==> src/rtl/nibble_serial_addsub.sv <==
// Multi-cycle WIDTH-bit adder/subtractor that reuses one 4-bit add/sub slice,
// processing one nibble per cycle (LSB first) and rippling the carry in a register.
module nibble_serial_addsub #(
    parameter int WIDTH = 16
) (
    input  logic             clk,
    input  logic             rst,
    input  logic             start,
    input  logic [WIDTH-1:0] a,
    input  logic [WIDTH-1:0] b,
    input  logic             m,
    output logic             ready,
    output logic             busy,
    output logic             done,
    output logic [WIDTH-1:0] s,
    output logic             cout,
    output logic             y
);

    localparam int NIB   = WIDTH / 4;
    localparam int IDX_W = (NIB > 1) ? $clog2(NIB) : 1;

    typedef enum logic [1:0] {
        S_IDLE,
        S_RUN,
        S_DONE
    } state_e;

    state_e           state_q, state_d;
    logic [WIDTH-1:0] a_q, a_d;
    logic [WIDTH-1:0] b_q, b_d;
    logic             m_q, m_d;
    logic             carry_q, carry_d;
    logic [IDX_W-1:0] idx_q, idx_d;
    logic [WIDTH-1:0] s_q, s_d;
    logic             cout_q, cout_d;
    logic             y_q, y_d;

    logic [3:0] a_nib;
    logic [3:0] b_nib;
    logic [4:0] slice_sum;
    logic       c3;

    // The shared slice: b is inverted in subtract mode, carry_q supplies the +1.
    always_comb begin
        a_nib     = a_q[4*idx_q +: 4];
        b_nib     = b_q[4*idx_q +: 4] ^ {4{m_q}};
        slice_sum = {1'b0, a_nib} + {1'b0, b_nib} + {4'b0000, carry_q};
        // Carry into bit 3 recovered from the bit-3 sum: sum = a ^ b ^ cin.
        c3        = a_nib[3] ^ b_nib[3] ^ slice_sum[3];
    end

    // NOTE: every signal gets a default before the case so no latch is inferred.
    always_comb begin
        state_d = state_q;
        a_d     = a_q;
        b_d     = b_q;
        m_d     = m_q;
        carry_d = carry_q;
        idx_d   = idx_q;
        s_d     = s_q;
        cout_d  = cout_q;
        y_d     = y_q;

        case (state_q)
            S_IDLE: begin
                if (start) begin
                    a_d     = a;
                    b_d     = b;
                    m_d     = m;
                    carry_d = m;
                    idx_d   = '0;
                    s_d     = '0;
                    cout_d  = 1'b0;
                    y_d     = 1'b0;
                    state_d = S_RUN;
                end
            end
            S_RUN: begin
                s_d[4*idx_q +: 4] = slice_sum[3:0];
                carry_d           = slice_sum[4];
                if (idx_q == IDX_W'(NIB - 1)) begin
                    cout_d  = slice_sum[4];
                    y_d     = slice_sum[4] ^ c3;
                    state_d = S_DONE;
                end else begin
                    idx_d = idx_q + 1'b1;
                end
            end
            S_DONE: begin
                state_d = S_IDLE;
            end
            default: begin
                state_d = S_IDLE;
            end
        endcase
    end

    // NOTE: sequential state uses non-blocking assignments so every flop samples
    // the pre-edge values regardless of statement order.
    always_ff @(posedge clk) begin
        if (rst) begin
            state_q <= S_IDLE;
            a_q     <= '0;
            b_q     <= '0;
            m_q     <= 1'b0;
            carry_q <= 1'b0;
            idx_q   <= '0;
            s_q     <= '0;
            cout_q  <= 1'b0;
            y_q     <= 1'b0;
        end else begin
            state_q <= state_d;
            a_q     <= a_d;
            b_q     <= b_d;
            m_q     <= m_d;
            carry_q <= carry_d;
            idx_q   <= idx_d;
            s_q     <= s_d;
            cout_q  <= cout_d;
            y_q     <= y_d;
        end
    end

    assign ready = (state_q == S_IDLE);
    assign busy  = (state_q == S_RUN);
    assign done  = (state_q == S_DONE);
    assign s     = s_q;
    assign cout  = cout_q;
    assign y     = y_q;

endmodule

==> config.mk <==
export PLATFORM = sky130hd
export DESIGN_NAME = nibble_serial_addsub
export DESIGN_NICKNAME = d
export VERILOG_FILES = /design/src/rtl/nibble_serial_addsub.sv
export SDC_FILE = /design/constraint.sdc
export NUM_CORES = 1
export LEC_CHECK = 0
export ABC_AREA = 1
export BUFFER_PORTS_ARGS = -buffer_cell sky130_fd_sc_hd__buf_2
export CORE_MARGIN = 2
export CORE_UTILIZATION = 25
export CTS_BUF_LIST = sky130_fd_sc_hd__clkbuf_16
export CTS_CLUSTER_DIAMETER = 60
export CTS_CLUSTER_SIZE = 25
export DETAILED_ROUTE_END_ITERATION = 6
export PLACE_DENSITY_LB_ADDON = 0.25
export REMOVE_ABC_BUFFERS = 1
export SYNTH_ARGS = -nofsm -noshare
export SYNTH_HDL_FRONTEND = slang
export SYNTH_SLANG_ARGS = --single-unit
==> constraint.sdc <==
create_clock -name clk -period 3 [get_ports clk]
set_clock_uncertainty 0.15 [all_clocks]
set_input_delay 0.15 -clock clk [delete_from_list [all_inputs] [get_ports clk]]
set_output_delay 0.15 -clock clk [all_outputs]
set_load 0.005 [all_outputs]
== After elaboration in Yosys (flattened, before gate mapping) ==
Index checks and enable logic that the tools add are counted.
Storage, ports and cells
  bits in registers: 56
  output and inout port bits: 21
  logic and storage cells: 50
Cells by class
  $add $sub $neg: 4
  bitwise operators: 4
  eq/ne operators: 6
  shifts and indexed selects: 4
  mux-type cells: 16
  reduce and logical (&&, ||, !) cells: 7
Operator list (number)
  4-bit negator with 34-bit output: 1
  4-bit by 34-bit variable shift with 16-bit output, first input constant: 1
  4-bit by 34-bit indexed part select with 16-bit output: 1
  16-bit case mux with 2 select lines: 1
  16-bit by 5-bit indexed part select with 4-bit output: 2
  16-bit bitwise mux: 1
  16-bit two-way mux: 1
  2-bit two-way mux: 4
  2-bit case mux with 2 select lines: 2
  1-bit case mux with 2 select lines: 3
  2-bit AND reduction: 3
  3-bit AND reduction: 2
  4-bit by 4-bit adder with 5-bit output: 1
  5-bit by 1-bit adder with 5-bit output: 1
  2-bit == test, second input constant: 2
  1-bit two-way mux: 4
  2-bit inequality test, second input constant: 2
  4-bit bitwise XOR: 1
  1-bit bitwise XOR: 3
  2-bit by 1-bit adder with 2-bit output, second input constant: 1
  2-bit by 1-bit == test with 1-bit output, second input constant: 1
  2-bit zero test: 1
  2-bit by 1-bit inequality test with 1-bit output, second input constant: 1
  2-bit nonzero test: 1

== Depth between registers and ports, before layout ==
Gate-level depths: netlist of run 1.
  depth in word-level cells: 8
  mapped depth: 15
  depth with buffers taken out: 14

== Worst setup path after synthesis of run 1 ==
Ideal clock, no wire load.
  path type: register to register
  from: register idx_q[0]
  to: register s_q[5] (netlist: s[5])
  setup time: 0.132 ns
  cell stages (with the launch flop): 12
  arrival: 2.140 ns
  buffers on the path: 1
  setup slack: 0.578 ns
  data required time: 2.718 ns
  path through: dfxtp_1 inv_1 clkbuf_1 nand2_1 a32o_1 fa_1 inv_1 fa_1 nand2_1 nor2_1 nand2_1 a21oi_1
On the way
  word-level cells in the longest chain between the ends: 7
  elaborated cells between the ends (all ways): 10
  classes of those cells: 3 x add/sub; 4 x shift; 2 x mux; 1 x bitwise
Ends and longest elaborated chain
  start: declaration: line 34  | logic [IDX_W-1:0] idx_q, idx_d;
  start signal: assignment: line 118  | idx_q <= idx_d;
  16-bit by 5-bit indexed part select with 4-bit output: line 47  | b_nib = b_q[4*idx_q +: 4] ^ {4{m_q}};
  4-bit bitwise XOR: line 47
  4-bit by 4-bit adder with 5-bit output: line 48  | slice_sum = {1'b0, a_nib} + {1'b0, b_nib} + {4'b0000, carry_q};
  5-bit by 1-bit adder with 5-bit output: line 48
  4-bit by 34-bit indexed part select with 16-bit output: line 80  | s_d[4*idx_q +: 4] = slice_sum[3:0];
  16-bit bitwise mux *: line 80
  16-bit case mux with 2 select lines *: line 65  | case (state_q)
  end signal: assignment: line 109  | s_q <= '0;
  end signal: assignment: line 119  | s_q <= s_d;
  end: declaration: line 35  | logic [WIDTH-1:0] s_q, s_d;
Mark *: on every way between the ends. The rest lies on a longest branch, timed or not.
A chain may end at the register's enable or synchronous reset.

== Worst setup path after layout of run 1 ==
  from: register idx_q[1]
  to: register s_q[6] (netlist: s[6])
Same word-level chain as after synthesis.

==> impl_summary.txt, run 1 <==
----------------------------------------------------
[Run status]
  Outcome ... finished with violations
  Violations in the final reports ... negative hold slack

[CTS]
  Number of buffers on the longest clock path ... 2
  Postcts setup bufs ... 0
  Register clock-pin slew on the reported worst setup and hold paths ... 0.07 ns
  Deepest level of the CTS H-tree ... 2
  Library cell used as clock root buffer ... clkbuf_16
  Number of buffers added by the clock tree synthesis step ... 5
  Number of resized instances in the post-cts repair step ... 0
  TritonCTS clock tree ... yes
  Number of sinks handled by clock tree synthesis ... 56
  Worst-Skew Late Latency ... 0.29 ns
  Number of buffers inserted by hold repair at cts ... 28

[Route]
  Detail Route Antenna Nets ... 0
  Total length of routed wires ... 6446 um
  Routed wirelength normalized by instance count ... 11.47 um
  Detail-routed via count per cell ... 4.335
  Number of design rule violations left after detail routing ... 0
  Vias after detailed routing ... 2436
  Drt pass-1 iters ... 4
  Iter 0 DRT Violations ... 108

[Final layout]
  Ant. Diodes ... 0
  Leading cell types in the layout, fill and taps excluded ... nor2_1 (91), dfxtp_1 (56), buf_2 (56), o21ai_0 (49), nand2_1 (42)
  Area taken by flip-flops and latches ... 0.001121 mm2
  Combined area of the multi-input logic cells ... 0.001257 mm2
  Most common cell after layout, fill and taps aside ... nor2_1
  Net count reported at finish ... 470
  Fill cell instance count of the final layout ... 1108
  Area added between synthesis and finish ... 31.69%
  Share of post-route cells with drive strength above 1 ... 19.01%

[Worst setup path]
  Worst-case reg-to-reg path depth ... 12
  Largest fanout on the critical path ... 12
  Critical Path Sink Type ... register
  R2R Path End ... s[6]
  Worst Path Required ... 3.08 ns
  Crit path launch type ... register
  Kind of critical path ... reg2reg
  Flop2flop setup slack ... 0.33 ns
  Critical Path AT ... 2.75 ns
  Critical R2R Launch ... idx_q[1]

[Timing]
  Setup total negative slack ... 0 ns
  Final count of negative-setup-slack endpoints ... 0
  Slew @ Worst Pin ... 0.8163 ns
  Final cycle utilization of the critical path ... 88.95%
  Final critical path time including I/O delays and setup ... 2.669 ns
  Worst slew slack as a fraction of its limit ... 45.52%
  Highest attainable clock frequency ... 374.7 MHz
  Setup WS post-layout ... 0.3314 ns
  Worst Hold Margin ... -0.02019 ns
  Total count of hold-check failures in the final report ... 4
  Pins over their slew limit ... 0
  Setup repair after global routing missed its margin ... no

[Worst hold path]
  Worst Hold Path EP ... b_q[15]
  Worst hold path stage count ... 3
  Hold path startpoint ... b[15]
  Class of the most critical hold timing path ... in2reg

[Floorplanning]
  Area of the die ... 0.01111 mm2
  Core Rows ... 37
  CORE AREA ... 0.01014 mm2
  Chip Width ... 105.4 um
  I/O pin cnt ... 57
  Die Height ... 105.4 um
  Initial core utilization ... 25.35%

[Place]
  Placed wire-length estimate ... 4807 um
  Last weighted congestion value of the routability-driven placer ... 0.8382
  Number of input and output port buffers inserted ... 56
  Minimum setup slack after placement ... 0.3681 ns

[Synthesis]
  Number of storage elements in the synthesis netlist ... 56
  Compound-gate portion of the synthesized area ... 17.04%
  XOR/XNOR Fraction of Synth Area ... 1.704%
  Yosys warning count ... 0
  Fraction of synthesized area in multiplexers ... 0%
  Synthesized area per cell ... 7.406 um2
  Synth unique cells ... 33
  Adder and majority cell fraction of the synthesized area ... 4.966%
  Share of the yosys chip area belonging to registers ... 43.62%
  Post-synth design cell area ... 0.002570 mm2
  Main combinational cell family by area after synthesis ... simple AND/OR/NAND/NOR gates
  Count of mapped cells out of synthesis ... 347
  Simple-gate share of the synthesized area ... 25.22%

[Global routing]
  Initial antenna violation count ... 0
  Total congestion overflow ... 0
  GRT Util Overall ... 12.36%
  First-pass GRT wire length ... 11130 um
  Maximum number of pins on one net before global-route repair ... 36
  Vias in the first global route ... 2399

[Power and ir drop]
  Total power divided by cell area ... 548.2 mW/mm2
  Standby leakage power ... 1.484 nW
  Worst vdd ir ... 0.0002679 V

[Flow run]
  Maxcap violations ... 0

----------------------------------------------------
==> where the power goes <==
part | switching, W | internal (W) | leakage [nW] | total [W]
Clock | 0.000272 | 0.000313 | 0.0742 | 0.000585
Combinational | 0.000273 | 0.000176 | 0.950 | 0.000449
Sequential | 0.0000288 | 0.000793 | 0.460 | 0.000822
==> final cells by class <==
type | instances | area share [%]
multi-input cells | 251 | 37.15
flip-flops and latches | 56 | 33.12
repair buffers | 89 | 17.67
clock buffers | 5 | 3.697
well taps | 136 | 5.028
inverters | 22 | 2.662
clock inverters | 3 | 0.6654
==> registers in the layout, indices dropped and copies added (netlist names) <==
name,flops
carry_q,1
idx_q,2
b_q,16
state_q,2
s,16
cout,1
m_q,1
y,1
a_q,16
==> synth_stat cells <==
master / count / share of area [%]
clkbuf_2: 2 / 0.39
fa_1: 2 / 1.6
a211oi_1: 1 / 0.29
o22ai_1: 7 / 1.7
a32o_1: 1 / 0.39
inv_1: 18 / 2.6
inv_2: 3 / 0.44
buf_6: 3 / 1.3
buf_4: 1 / 0.29
nor4_2: 1 / 0.49
inv_8: 1 / 0.44
o21ai_0: 49 / 9.5
a31oi_1: 1 / 0.24
a21oi_1: 21 / 4.1
nor2_2: 1 / 0.24
xnor2_1: 1 / 0.34
nand2_2: 2 / 0.49
nor3_4: 1 / 0.63
nor2_1: 91 / 13
dfxtp_1: 56 / 44
buf_1: 1 / 0.15
nor2_4: 2 / 0.88
nor3_1: 2 / 0.39
nand3_1: 9 / 1.8
buf_2: 4 / 0.78
nand2_1: 42 / 6.1
xor2_1: 4 / 1.4
clkbuf_1: 7 / 1.0
nand2_4: 1 / 0.44
a22oi_1: 2 / 0.58
nand4_1: 2 / 0.49
o21ai_1: 1 / 0.19
ha_1: 7 / 3.4
==> stage by stage <==
step / instance area (um2) / std cells / util [%] / total power (W)
after global placement: 2957 / 526 / 29.16 / 0.001253
final: 3385 / 562 / 33.38 / 0.001856
after floorplan: 2469 / 329 / - / 0.001121
after CTS: 3385 / 562 / 33.38 / 0.001878
after detailed placement: 2957 / 526 / 29.16 / 0.001263
after global routing: 3385 / 562 / 33.38 / 0.001980
==> worst max-delay path by stage <==
stage,start,end,slack (ns),depth (start not counted)
floorplan,idx_q[0],s[6],0.07,12
global placement,idx_q[1],y,0.46,14
detailed placement,idx_q[1],s[6],0.37,12
CTS,idx_q[1],s[6],0.32,12
global route,idx_q[1],s[14],0.11,12
finish,idx_q[1],s[6],0.33,12
==> critical path, stage by stage (launching register included) <==
cell and delay, ns:
dfxtp_1 0.32, inv_1 0.28, o21ai_0 0.15, o22ai_1 0.16
xnor2_1 0.16, fa_1 0.22, inv_1 0.08, fa_1 0.40
xor2_1 0.28, nand2_1 0.09, nor2_1 0.14, a22oi_1 0.09
nor2_1 0.10
==> layer usage <==
metal  track usage [%]  vias up  share of wire (%)
met1             15.83     1097                 50
met4             3.714        0                1.3
met3             2.907        7                4.4
li1                  -     1283                  -
met2             20.60       49                 44
met5                 0        -                  0
==> logic make-up (layout without fill, tap and decap cells) <==
family	count (synthesis)	after routing
AND/OR/NAND/NOR	154	154
AO/OA/AOI/OAI	83	83
flip-flops	56	56
buffers and inverters	40	119
adder cells (fa/ha/maj)	9	9
XOR/XNOR	5	5
No activity file was read; power rests on OpenSTA's default activity.
==> run 2: changes to the inputs <==
--- a/config.mk
+++ b/config.mk
@@ -5,7 +5,7 @@
 export SDC_FILE = /design/constraint.sdc
 export NUM_CORES = 1
 export LEC_CHECK = 0
-export ABC_AREA = 1
+export ABC_AREA = 0
 export BUFFER_PORTS_ARGS = -buffer_cell sky130_fd_sc_hd__buf_2
 export CORE_MARGIN = 2
 export CORE_UTILIZATION = 25
==> run 2 against run 1 <==
The flow now finishes without violations. Final cell count decreased by 12%. Routed wire length down 5.9%. Synthesized cell count shrank 20%. Clock-buffer cell count unchanged. Clock power grew 9.6%. Global-route usage down 0.87 points. Via count fell by 13%. Largest power group unchanged. Register-to-register slack worse by 0.14 ns. Fmax is 5.0% lower. Die area fell by 2.6%. Combinational power shrank 36%.
==> impl_summary.txt, run 2 <==
----------------------------------------------------
[CTS]
  Number of buffers added by the clock tree synthesis step ... 5
  Register clock-pin slew on the reported worst setup and hold paths ... 0.07 ns
  Deepest level of the CTS H-tree ... 2
  Postcts setup bufs ... 0
  Number of resized instances in the post-cts repair step ... 0
  TritonCTS clock tree ... yes
  Number of sinks handled by clock tree synthesis ... 56
  Worst-Skew Late Latency ... 0.29 ns
  Number of buffers on the longest clock path ... 2
  Library cell used as clock root buffer ... clkbuf_16

[Power and ir drop]
  Combinational share of power ... 16.5%
  Worst vdd ir ... 0.0003061 V
  Total power divided by cell area ... 507.2 mW/mm2
  Standby leakage power ... 1.443 nW
  Switching share of total power ... 24.69%
  Clock network fraction of design power ... 37.2%
  Switching pwr ... 0.0004260 W
  Power share of the sequential group ... 46.3%
  Internal portion of total power ... 0.001299 W

[Synthesis]
  Area fraction of the dominant cell type after synthesis ... 44.82%
  Fraction of registers with async set or reset after synthesis ... 0%
  Synth unique cells ... 32
  Library cell with the largest summed area after synthesis ... dfxtp_1
  Synthesized area per cell ... 9.029 um2
  Count of mapped cells out of synthesis ... 277
  Synth area leaders ... dfxtp_1 (45%), nand2_1 (11%), a21oi_1 (7.4%)
  Yosys warning count ... 0
  Post-synth design cell area ... 0.002501 mm2
  Number of storage elements in the synthesis netlist ... 56
  Count of flip-flops with a built-in enable after synthesis ... 0
  Commonest cells post-synth ... nand2_1 (71), dfxtp_1 (56), a21oi_1 (37), nor2_1 (25), a22oi_1 (17)
  Most instantiated library cell after synthesis ... nand2_1
  Prevailing post-synth register cell ... dfxtp_1
  Share of the yosys chip area belonging to registers ... 44.82%

[Floorplanning]
  I/O pin cnt ... 57
  Chip Width ... 104.0 um
  Die Height ... 104.0 um
  CORE AREA ... 0.009729 mm2
  Area of the die ... 0.01082 mm2
  Initial core utilization ... 25.71%
  Core Rows ... 36

[Worst setup path]
  Critical path's top delay family ... compound AO/OA/AOI/OAI gates
  Worst Path Required ... 3.03 ns
  Critical path's largest stage delay ... 0.53 ns
  Kind of critical path ... reg2reg
  Critical Path AT ... 2.84 ns
  Critical Path Sink Type ... register
  Cell breakdown of the critical path ... mux4_2, xnor2_1, fa_1, inv_1, fa_1, a21o_1, a21oi_1, xnor2_1, a32o_1
  Crit path launch type ... register
  Number of buffers and inverters on the critical path ... 1
  Largest fanout on the critical path ... 4
  Master of the slowest instance on the critical path ... mux4_2
  Flop2flop setup slack ... 0.19 ns

[Timing]
  Pins over their slew limit ... 0
  Final count of negative-setup-slack endpoints ... 0
  Setup repair after global routing missed its margin ... no
  Highest attainable clock frequency ... 356.1 MHz
  Setup WS post-layout ... 0.1916 ns
  Worst slew slack as a fraction of its limit ... 44.00%
  Setup total negative slack ... 0 ns
  Final critical path time including I/O delays and setup ... 2.808 ns
  Total count of hold-check failures in the final report ... 0
  Final cycle utilization of the critical path ... 93.61%
  Slew @ Worst Pin ... 0.8391 ns

[Route]
  Routed wirelength normalized by instance count ... 12.20 um
  Iter 0 DRT Violations ... 69
  Drt pass-1 iters ... 4
  Detail Route Antenna Nets ... 0
  Total length of routed wires ... 6063 um
  Vias after detailed routing ... 2126
  Number of design rule violations left after detail routing ... 0
  Detail-routed via count per cell ... 4.278

[Place]
  Dpl cell area ... 0.002908 mm2
  Number of input and output port buffers inserted ... 56
  Last weighted congestion value of the routability-driven placer ... 0.8438
  Minimum setup slack after placement ... 0.1946 ns
  Placed wire-length estimate ... 4490 um
  Number of placed instances, taps included ... 456

[Global routing]
  First-pass GRT wire length ... 10270 um
  Maximum number of pins on one net before global-route repair ... 35
  Vias in the first global route ... 2120
  Initial antenna violation count ... 0
  Total congestion overflow ... 0
  GRT Util Overall ... 11.49%

[Final layout]
  Fill cell instance count of the final layout ... 1047
  Most common cell after layout, fill and taps aside ... nand2_1
  Leading cell types in the layout, fill and taps excluded ... nand2_1 (71), dfxtp_1 (56), buf_2 (56), a21oi_1 (37), dlygate4sd3_1 (33)
  Ant. Diodes ... 0
  Net count reported at finish ... 408
  Count of non-filler cells in the finished layout ... 497
  Area added between synthesis and finish ... 36.02%
  Area of all placed cells without fillers ... 0.003402 mm2
  Share of post-route cells with drive strength above 1 ... 23.63%
  Final core utilization ... 34.97%

[Run status]
  Outcome ... finished, final reports clean

[Flow run]
  Maxcap violations ... 0

[Worst hold path]
  Class of the most critical hold timing path ... in2reg

----------------------------------------------------
-- run 2: cell types whose count changed after synthesis, moves of 4 or more --
cell,previous run,this run
a21o_1,0,4
o22ai_1,7,0
nand2_1,42,71
nand3_1,9,1
mux4_2,0,8
nand2b_1,0,4
a22oi_1,2,17
nor2_1,91,25
a21oi_1,21,37
o21ai_0,49,0
inv_1,18,7
-- run 2: cell type report --
class                      instances  area (um2)  share of cell area (%)
tap                              133       166.4                   4.892
clock buffer                       5       125.1                   3.678
clock inverter                     3       38.79                   1.140
multi-input combinational        196        1255                   36.89
sequential                        56        1121                   32.95
timing repair buffer              96       663.1                   19.49
inverter                           8       32.53                  0.9562
-- run 2: per-layer routing --
layer / vias up / share of wire [%] / track usage, %
li1: 1108 / - / -
met1: 976 / 48 / 15.05
met2: 38 / 47 / 19.36
met3: 4 / 3.5 / 2.506
met4: 0 / 0.74 / 2.606
met5: - / 0 / 0
-- run 2: logic make-up after synthesis --
| logic type | Yosys count | synth area share, % |
|---|---|---|
| adders and majority gates | 9 | 5.102 |
| buffers and inverters | 25 | 5.003 |
| and+or+nand+nor | 111 | 20.41 |
| AOI/OAI and AO/OA | 61 | 15.01 |
| DFF | 56 | 44.82 |
| xor gates and xnor gates | 7 | 2.451 |
| muxes | 8 | 7.203 |
-- run 2: through the flow --
step	total power (W)	hold slack, ns
finish	0.001725	0.1570
global route	0.001814	0.1947
CTS	0.001749	0.1757
detailed placement	0.001076	0.2510
global placement	0.001075	0.2464
floorplan	0.0009659	0.06907
-- run 2: power groups by stage --
stage          clock network [W]  logic [W]  registers, W
3_3_place_gp                   0   0.000258      0.000817
6_report                0.000641   0.000286      0.000798
3_5_place_dp                   0   0.000259      0.000816
5_1_grt                 0.000691   0.000320      0.000804
2_1_floorplan                  0   0.000150      0.000816
4_1_cts                 0.000657   0.000294      0.000799
-- run 2: timing repair --
action | 4_1_cts | 5_1_grt
endpoints found under the hold margin | 33 | 0
hold buffers | 33 | 0
endpoints found under the setup margin | 0 | 0
-- run 2: final timing paths --
kind | start | cells after the start | end
worst min register to register | b_q[3] | 2 | b_q[3]
worst max register to register | idx_q[0] | 9 | y
worst max-delay path | idx_q[0] | 9 | y
worst min-delay path | rst | 2 | a_q[6]
